==> config.mk <==
export PLATFORM = sky130hd
export DESIGN_NAME = arm_mc_ctrl
export DESIGN_NICKNAME = d
export VERILOG_FILES = /design/src/rtl/arm_mc_pkg.sv /design/src/rtl/arm_mc_condcheck.sv /design/src/rtl/arm_mc_ctrl.sv
export SDC_FILE = /design/constraint.sdc
export NUM_CORES = 1
export LEC_CHECK = 0
export CORE_ASPECT_RATIO = 0.8
export CORE_MARGIN = 2
export CORE_UTILIZATION = 40
export CTS_CLUSTER_SIZE = 16
export DETAILED_ROUTE_END_ITERATION = 6
export GPL_ROUTABILITY_DRIVEN = 0
export PLACE_DENSITY = 0.88
export SLEW_MARGIN = 25
export SYNTH_ARGS = -nofsm -noshare
export SYNTH_HDL_FRONTEND = slang
export SYNTH_SLANG_ARGS = --single-unit
==> constraint.sdc <==
create_clock -name clk -period 2.23 [get_ports clk]
set_input_delay 0.3345 -clock clk [delete_from_list [all_inputs] [get_ports clk]]
set_output_delay 0.3345 -clock clk [all_outputs]
set_load 0.02 [all_outputs]
==> src/rtl/arm_mc_pkg.sv <==
// Shared encodings for the multicycle ARM-subset controller: FSM states, mux selects, ALU codes.
// Pure declarations; no timing or flow control of its own.
package arm_mc_pkg;

  typedef enum logic [3:0] {
    FETCH  = 4'd0,
    DECODE = 4'd1,
    MEMADR = 4'd2,
    MEMRD  = 4'd3,
    MEMWB  = 4'd4,
    MEMWR  = 4'd5,
    EXECR  = 4'd6,
    EXECI  = 4'd7,
    ALUWB  = 4'd8,
    BRANCH = 4'd9
  } state_t;

  localparam logic [1:0] ALU_ADD = 2'b00;
  localparam logic [1:0] ALU_SUB = 2'b01;
  localparam logic [1:0] ALU_AND = 2'b10;
  localparam logic [1:0] ALU_ORR = 2'b11;

  localparam logic [1:0] SRCB_REG  = 2'b00;
  localparam logic [1:0] SRCB_IMM  = 2'b01;
  localparam logic [1:0] SRCB_FOUR = 2'b10;

  localparam logic [1:0] RES_ALUOUT    = 2'b00;
  localparam logic [1:0] RES_DATA      = 2'b01;
  localparam logic [1:0] RES_ALURESULT = 2'b10;

  localparam logic [1:0] OP_DP  = 2'b00;
  localparam logic [1:0] OP_MEM = 2'b01;
  localparam logic [1:0] OP_BR  = 2'b10;
  localparam logic [1:0] OP_ILL = 2'b11;

  localparam logic [3:0] CMD_ADD = 4'b0100;
  localparam logic [3:0] CMD_SUB = 4'b0010;
  localparam logic [3:0] CMD_AND = 4'b0000;
  localparam logic [3:0] CMD_ORR = 4'b1100;

  typedef struct packed {
    logic       supported;
    logic       arith;
    logic [1:0] ctl;
  } alu_dec_t;

  // Unsupported commands fall back to ADD with supported=0 so writes and flags are suppressed.
  function automatic alu_dec_t decode_cmd(input logic [3:0] cmd);
    alu_dec_t d;
    d.supported = 1'b1;
    d.arith     = 1'b0;
    d.ctl       = ALU_ADD;
    case (cmd)
      CMD_ADD: d.arith = 1'b1;
      CMD_SUB: begin
        d.ctl   = ALU_SUB;
        d.arith = 1'b1;
      end
      CMD_AND: d.ctl = ALU_AND;
      CMD_ORR: d.ctl = ALU_ORR;
      default: d.supported = 1'b0;
    endcase
    return d;
  endfunction

endpackage

==> src/rtl/arm_mc_condcheck.sv <==
// ARM condition-code evaluator over {N,Z,C,V}; 4'hF (NV) evaluates false.
// Purely combinational, zero latency, no flow control.
module arm_mc_condcheck (
  input  logic [3:0] cond,
  input  logic [3:0] flags,
  output logic       cond_ex
);

  logic n, z, c, v;
  logic base;

  assign {n, z, c, v} = flags;

  // Even codes are the base test; odd codes below AL are its inverse.
  always_comb begin
    base = 1'b1;
    case (cond[3:1])
      3'd0:    base = z;
      3'd1:    base = c;
      3'd2:    base = n;
      3'd3:    base = v;
      3'd4:    base = c & ~z;
      3'd5:    base = (n == v);
      3'd6:    base = ~z & (n == v);
      default: base = 1'b1;
    endcase
  end

  assign cond_ex = (cond == 4'hF) ? 1'b0 : (base ^ (cond[0] & (cond[3:1] != 3'd7)));

endmodule

==> src/rtl/arm_mc_ctrl.sv <==
// Multicycle ARM-subset control FSM: sequences fetch/decode/exec/mem/writeback, drives all enables and selects.
// Outputs decode from current state; FETCH/MEMRD/MEMWR stall while MemReady is low (unless MEM_WAIT_EN=0).
module arm_mc_ctrl
  import arm_mc_pkg::*;
#(
  parameter bit MEM_WAIT_EN = 1'b1,
  parameter bit COND_EN     = 1'b1
) (
  input  logic       clk,
  input  logic       reset,
  input  logic [3:0] Cond,
  input  logic [1:0] Op,
  input  logic [5:0] Funct,
  input  logic [3:0] Rd,
  input  logic [3:0] ALUFlags,
  input  logic       MemReady,
  output logic       PCWrite,
  output logic       IRWrite,
  output logic       RegWrite,
  output logic       MemWrite,
  output logic       AdrSrc,
  output logic       ALUSrcA,
  output logic [1:0] ALUSrcB,
  output logic [1:0] ResultSrc,
  output logic [1:0] RegSrc,
  output logic [1:0] ImmSrc,
  output logic [1:0] ALUControl,
  output logic [3:0] state_o
);

  state_t   state_q;
  logic [1:0] nz_q;
  logic [1:0] cv_q;
  logic     cond_ex_q;
  logic     mem_rdy;
  logic     cond_raw;
  logic     cond_ex;
  alu_dec_t alu_dec;

  logic pc_wr, ir_wr, reg_wr, mem_wr;

  assign mem_rdy = MEM_WAIT_EN ? MemReady : 1'b1;
  assign alu_dec = decode_cmd(Funct[4:1]);

  arm_mc_condcheck u_condcheck (
    .cond    (Cond),
    .flags   ({nz_q, cv_q}),
    .cond_ex (cond_raw)
  );

  assign cond_ex = COND_EN ? cond_raw : 1'b1;

  always_ff @(posedge clk or negedge reset) begin
    if (!reset) begin
      state_q   <= FETCH;
      nz_q      <= 2'b00;
      cv_q      <= 2'b00;
      cond_ex_q <= 1'b0;
    end else begin
      case (state_q)
        FETCH: if (mem_rdy) state_q <= DECODE;
        DECODE: begin
          cond_ex_q <= cond_ex;
          case (Op)
            OP_MEM:  state_q <= MEMADR;
            OP_BR:   state_q <= BRANCH;
            OP_DP:   state_q <= Funct[5] ? EXECI : EXECR;
            default: state_q <= FETCH;
          endcase
        end
        MEMADR: state_q <= Funct[0] ? MEMRD : MEMWR;
        MEMRD:  if (mem_rdy) state_q <= MEMWB;
        MEMWB:  state_q <= FETCH;
        MEMWR:  if (mem_rdy) state_q <= FETCH;
        EXECR, EXECI: begin
          state_q <= ALUWB;
          // Flags land after DECODE has already latched this instruction's condition.
          if (cond_ex_q && Funct[0] && alu_dec.supported) begin
            nz_q <= ALUFlags[3:2];
            if (alu_dec.arith) cv_q <= ALUFlags[1:0];
          end
        end
        ALUWB:   state_q <= FETCH;
        BRANCH:  state_q <= FETCH;
        default: state_q <= FETCH;
      endcase
    end
  end

  always_comb begin
    pc_wr      = 1'b0;
    ir_wr      = 1'b0;
    reg_wr     = 1'b0;
    mem_wr     = 1'b0;
    AdrSrc     = 1'b0;
    ALUSrcA    = 1'b0;
    ALUSrcB    = SRCB_REG;
    ResultSrc  = RES_ALUOUT;
    ALUControl = ALU_ADD;
    case (state_q)
      FETCH: begin
        ALUSrcA   = 1'b1;
        ALUSrcB   = SRCB_FOUR;
        ResultSrc = RES_ALURESULT;
        ir_wr     = mem_rdy;
        pc_wr     = mem_rdy;
      end
      DECODE: begin
        ALUSrcA = 1'b1;
        ALUSrcB = SRCB_FOUR;
      end
      MEMADR: ALUSrcB = SRCB_IMM;
      MEMRD:  AdrSrc = 1'b1;
      MEMWB: begin
        ResultSrc = RES_DATA;
        reg_wr    = cond_ex_q;
        pc_wr     = cond_ex_q && (Rd == 4'hF);
      end
      MEMWR: begin
        AdrSrc = 1'b1;
        mem_wr = cond_ex_q;
      end
      EXECR: ALUControl = alu_dec.ctl;
      EXECI: begin
        ALUSrcB    = SRCB_IMM;
        ALUControl = alu_dec.ctl;
      end
      ALUWB: begin
        reg_wr = cond_ex_q && alu_dec.supported;
        pc_wr  = cond_ex_q && alu_dec.supported && (Rd == 4'hF);
      end
      BRANCH: begin
        ALUSrcB   = SRCB_IMM;
        ResultSrc = RES_ALURESULT;
        pc_wr     = cond_ex_q;
      end
      default: ;
    endcase
  end

  // Reset gates the enables combinationally so nothing can pulse while reset is held.
  assign PCWrite  = pc_wr  & reset;
  assign IRWrite  = ir_wr  & reset;
  assign RegWrite = reg_wr & reset;
  assign MemWrite = mem_wr & reset;

  assign RegSrc  = {(Op == OP_MEM) && !Funct[0], Op == OP_BR};
  assign ImmSrc  = Op;
  assign state_o = state_q;

endmodule

# After elaboration in Yosys (flattened, before gate mapping)

Cells that the tools add are included.

Register bits: 9
Latch bits: 0
Bits in writable memories: 0
Memory bits (read-only): 0
Input port bits: 23
Memories kept: 0

$add $sub $neg: 0
$mul: 0
Div/mod/pow operators: 0
Magnitude comparators: 0
Equality and inequality tests: 27
Shift-type cells: 0
Mux-type cells: 21
Bitwise gates (word level): 9
Reduce and logical (&&, ||, !) cells: 21

Operators with widths:

| cell               | number |
|---|---|
| $pmux 4 s6         | 1 |
| $eq 4x3->1 const B | 5 |
| $eq 4x4->1 const B | 5 |
| $eq 4x2->1 const B | 3 |
| $mux 4             | 3 |
| $pmux 4 s3         | 1 |
| $reduce_or 2->1    | 5 |
| $eq 3x3->1 const B | 3 |
| $logic_not 4->1    | 2 |
| $mux 1             | 8 |
| $pmux 2 s2         | 2 |
| $and 1x1->1        | 7 |
| $pmux 1 s7         | 1 |
| $eq 3x2->1 const B | 2 |
| $logic_and 1x1->1  | 6 |
| $ne 2x2->1 const B | 3 |
| $pmux 2 s3         | 1 |
| $reduce_and 3->1   | 2 |
| $eq 4x1->1 const B | 1 |
| $pmux 1 s4         | 1 |
| $reduce_or 4->1    | 1 |
| $eq 3x1->1 const B | 1 |
| $logic_not 3->1    | 1 |
| $mux 3             | 1 |
| other kinds (12)   | 12 |

# Longest topological paths before layout

Gate-level depths: netlist of the first run.

Word-level depth: 7
Gate-level depth with buffers: 6

# By module

From an unflattened synthesis of the first run, not the netlist that was laid out.

Cells, all modules: 101
Area total of the unflattened synthesis: 835.8 µm²

By module, submodules not included:

| module           | times used | cells each | area each (µm²) |
|---|---|---|---|
| arm_mc_ctrl      | 1          | 91         | 747.0 |
| arm_mc_condcheck | 1          | 10         | 88.8 |

# Least setup slack after synthesis of the first run

No wires, ideal clock.

Path kind: register to output
Start point: reg state_q[2] (netlist: state_o[2])
End point: out PCWrite
Arrival: 1.811 ns
Required time: 1.896 ns
Setup slack: 0.085 ns
Stages on the path, launching flop included: 7
Path buffers: 1
Cells stage by stage: dfrtp_1 > buf_6 > nand2b_1 > or3_4 > o21ai_2 > a41oi_2 > a2111oi_2

Longest elaborated chain between the ends: 3

Ends and longest elaborated chain:

| element                                  | line               | RTL |
|---|---|---|
| from (decl)                              | arm_mc_ctrl.sv:31  | `state_t state_q;` |
| from (signal assigned)                   | arm_mc_ctrl.sv:67  | `OP_DP: state_q <= Funct[5] ? EXECI : EXECR;` |
| from (signal assigned)                   | arm_mc_ctrl.sv:71  | `MEMADR: state_q <= Funct[0] ? MEMRD : MEMWR;` |
| $eq 4x4->1, or another cell as far along | arm_mc_ctrl.sv:100 | `case (state_q)` |
| $pmux 1 s4 *                             | arm_mc_ctrl.sv:100 |  |
| $and 1x1->1 *                            | arm_mc_ctrl.sv:142 | `assign PCWrite = pc_wr & reset;` |
| to (decl)                                | arm_mc_ctrl.sv:17  | `output logic PCWrite,` |

Every way passes the cells marked *; elsewhere a longest branch is shown, timed or not.

# Worst setup path in the final report of the first run

Start point: in Funct[4]
End point: out PCWrite

Longest elaborated chain between the ends: 7

Ends and longest elaborated chain:

| element                                  | line               | RTL |
|---|---|---|
| from (decl)                              | arm_mc_ctrl.sv:13  | `input logic [5:0] Funct,` |
| $eq 4x2->1, or another cell as far along | arm_mc_pkg.sv:53   | `case (cmd)` |
| $reduce_or 4->1 (no line) *              | --                 |  |
| $mux 1 *                                 | arm_mc_pkg.sv:53   |  |
| $logic_and 1x1->1 * (2 in a row)         | arm_mc_ctrl.sv:130 | `pc_wr = cond_ex_q && alu_dec.supported && (Rd == 4'hF);` |
| $pmux 1 s4 *                             | arm_mc_ctrl.sv:100 |  |
| $and 1x1->1 *                            | arm_mc_ctrl.sv:142 |  |

Marks and branches as above.

==> results of run 1 <==
[sequential cells by signal, summed over array words and instances, names as in the netlist]
| register | flops |
|---|---|
| state_o | 4 |
| cond_ex_q | 1 |
| nz_q | 2 |
| cv_q | 2 |
[how the worst max path moves through the flow]
| stage | cells after the start | endpoint | slack (ps) | startpoint |
|---|---|---|---|---|
| 5_1_grt | 7 | PCWrite | -50 | MemReady |
| 3_5_place_dp | 7 | PCWrite | -770 | Funct[3] |
| 2_1_floorplan | 6 | PCWrite | 80 | state_o[2] |
| 3_3_place_gp | 7 | PCWrite | -730 | Funct[3] |
| 6_report | 7 | PCWrite | 1 | Funct[4] |
| 4_1_cts | 7 | PCWrite | 10 | Funct[4] |
[per-stage QoR]
step	area [um2]	worst slack [ps]	setup TNS [ps]	util [%]
CTS	1460	13.4	0	68.3
global placement	1430	-729	-1730	66.7
finish	1460	1.41	0	68.3
detailed placement	1430	-775	-1860	66.7
global route	1460	-53.7	-53.7	68.3
floorplan	903	84.9	0	-
[final cells by class]
cell class              count  area share, %
clock buffers               4           1.80
flip-flops and latches      9           15.4
multi-input cells          84           41.5
repair buffers             62           37.8
well taps                  25           2.14
inverters                   5           1.28
[timing repair]
item                                    CTS  global route
endpoints found under the setup margin    9             5
resized for setup                        30             8
buffers inserted                          1             0
gates cloned                              0             0
pin swaps                                 2             0
[worst max-delay path, delay by kind of cell]
kind,cells,cell delay (ps)
multiplexers,1,280
AND/OR/NAND/NOR,1,380
AO/OA/AOI/OAI,3,450
buffers and inverters,2,440
[power groups by stage]
stage / logic (mW) / registers, mW / clock network, mW
final: 1.02 / 0.259 / 0.119
after floorplan: 0.543 / 0.296 / 0
after global placement: 0.996 / 0.250 / 0
after global routing: 1.09 / 0.265 / 0.133
after detailed placement: 1.02 / 0.257 / 0
after CTS: 1.01 / 0.256 / 0.125
[per-layer routing]
metal | track usage (%) | vias to the layer above | share of wire (%)
met5 | 0 | - | 0
met4 | 7.44 | 0 | 0.65
met3 | 2.81 | 2 | 5.0
met2 | 35.6 | 22 | 48
met1 | 27.5 | 447 | 46
li1 | - | 507 | -
[synthesized netlist by cell type, types with 2 or more instances]
cell,n
dfrtp_1,9
nor2_1,9
nor3_1,9
nand2_1,7
a21oi_1,6
inv_1,5
mux2_1,4
nand2b_1,4
buf_6,3
mux2i_1,3
nor2b_1,3
o21ai_0,3
xor2_1,3
a2111oi_2,2
and3b_1,2
buf_4,2
clkbuf_1,2
nand3_1,2
nor4_1,2
o31ai_1,2
[cells by family after synthesis]
kind of cell	Yosys count	share of synthesized area (%)
buf+inv	13	9.83
compound gates	23	20.6
flops	9	24.9
xor+xnor	4	3.88
mux	8	9.97
simple gates	49	30.8
[layout by cell type (no fill, tap or decap), types with 4 or more instances in the layout]
cell type and instances:
a21oi_1 6, dlygate4sd2_1 6, clkdlybuf4s50_1 29, nor2_1 9
inv_1 5, nand2_1 7, nor3_1 8, nand2b_1 4
dfrtp_1 9, mux2_1 4, buf_4 20
==> reports/qor.tcl, run 1 <==
set qor(netlist-cell-type-count) 44
set qor(rsz0062_at_grt) {true}
set qor(floorplan.initialDensity_pct) 42.2
set qor(critical_path_peak_fanout) 2
set qor(remaining_drc_errors) 0
set qor(skew_ps) 0.343
set qor(first_pass_grt_wire_length_mm) 4.16
set qor(grt-ovfl-total) 0
set qor(nets) 188
set qor(worst_slew_pin_slew_ps) 302
set qor(worst_setup_hold_path_clk_slew_ps) 60
set qor(clock_latency_ps) 250
set qor(synthDominantAreaCellType) {dfrtp_1}
set qor(multiInputGateArea_um2) 607
set qor(ys_async_sr_fraction_pct) 100
set qor(antenna_found_initial) 0
set qor(total_leakage_power_nw) 0.675
set qor(netSwitchingPower_mw) 0.636
set qor(timing_worst_setup_path_type) {input port to output port}
set qor(worst_hold_path_type) {input port to asynchronous set/reset pin}
set qor(final_min_period_over_clock_period_pct) 99.9
set qor(final-setup-viol-count) 0
set qor(crit_path_start_kind) {input port}
set qor(cpMaxStageDelayCell) {or3_4}
set qor(r2r.worst_path.cells) 7
set qor(outcome) {finished, final reports clean}
set qor(dieHeight_um) 46.5
set qor(synth_fp_nets) 129
set qor(netSwitchingFraction_pct) 45.7
set qor(hold-worst-slack_ps) 431
set qor(cts-hold-fix-buffers) 0
set qor(antenna_violating_nets_post_route) 0
set qor(synth_seq_area_share_pct) 24.9
set qor(coreArea_um2) 2140
set qor(drv_cap) 0
set qor(antenna-diode-count) 0
set qor(netlist_top_cells_area) {dfrtp_1 (25%), nor3_1 (5.0%), mux2_1 (5.0%), nor2_1 (3.7%), buf_6 (3.7%)}
set qor(power_per_cell_area_nw_per_um2) 953
set qor(fin_cells) 189
set qor(wirelength_mm) 2.60
set qor(regArea_um2) 225
set qor(worstPathArrival_ps) 1890
set qor(cts-root-buf) {clkbuf_4}
set qor(finalMaxSlewViolations) 0
set qor(cts_max_path_buffers) 2
set qor(worst_r2r_endpoint) {cv_q[0]}
set qor(timing.critical_path.required_ps) 1900
set qor(p_seq_share_pct) 18.6
set qor(peakVddDrop_uv) 799
set qor(synth.ff_latch_count) 9
set qor(combinationalPowerShare_pct) 72.9
set qor(place.detailed.instances) 184
set qor(drt_pre_antenna_iters) 4
set qor(first_iter_violations) 20
set qor(dominantRegCellSynth) {dfrtp_1}
set qor(endpoint_kind) {output port}
set qor(r2r_setup_slack_ps) 420
set qor(vias) 978
set qor(gr-usage-all-layers_pct) 20.9
set qor(grt_start_max_net_pins) 15
set qor(synth_edf_count) 0
set qor(post_synth_inst_count) 106
set qor(rr_startpoint) {state_o[2]}
set qor(post-dp-hpwl_mm) 2.07
set qor(yosysWarnings) 0
set qor(p_total_mw) 1.39
set qor(post-synth-top-area-fraction_pct) 24.9
set qor(cts_tree) {yes}
set qor(detail_route.vias_per_cell) 5.17
set qor(final_layout_size_suffix_gt1_share_pct) 23.8
set qor(post_synth.cell_area_avg_um2) 8.52
set qor(numClockSinks) 9
set qor(h-tree-depth) 1
set qor(route.detailed.wl_per_inst_um) 13.8
set qor(final-hold-violation-count) 0
set qor(maximum_operating_frequency_mhz) 449
set qor(design.die.area_um2) 2660
set qor(syn-cell-area_um2) 903
set qor(p_int_mw) 0.756
set qor(power_frac_clock_pct) 8.5
set qor(cpPeakStageDelay_ps) 380
set qor(fillCellCount) 178
set qor(die_w_um) 57.1
set qor(cts_buffers) 3
set qor(io-pin-count) 43
set qor(max_slew_margin_pct) 79.7
set qor(io_buffers) 42
set qor(finalCriticalPeriod_ps) 2230
set qor(number_of_global_route_vias_before_repair) 898
set qor(crit_chain) {dlygate4sd2_1 -> mux2_4 -> or3_4 -> o21ai_2 -> a41oi_2 -> a2111oi_2 -> buf_4}
set qor(rows) 15
set qor(syn2layout_area_growth_pct) 61.8
Note: power is estimated with default switching activity, not from simulation.
==> run 2, diff against run 1 <==
--- a/config.mk
+++ b/config.mk
@@ -5,6 +5,7 @@
 export SDC_FILE = /design/constraint.sdc
 export NUM_CORES = 1
 export LEC_CHECK = 0
+export CAP_MARGIN = 10
 export CORE_ASPECT_RATIO = 0.8
 export CORE_MARGIN = 2
 export CORE_UTILIZATION = 40
==> results of run 2 <==
No change in the layout: final DEF, timing and power equal those of run 1.
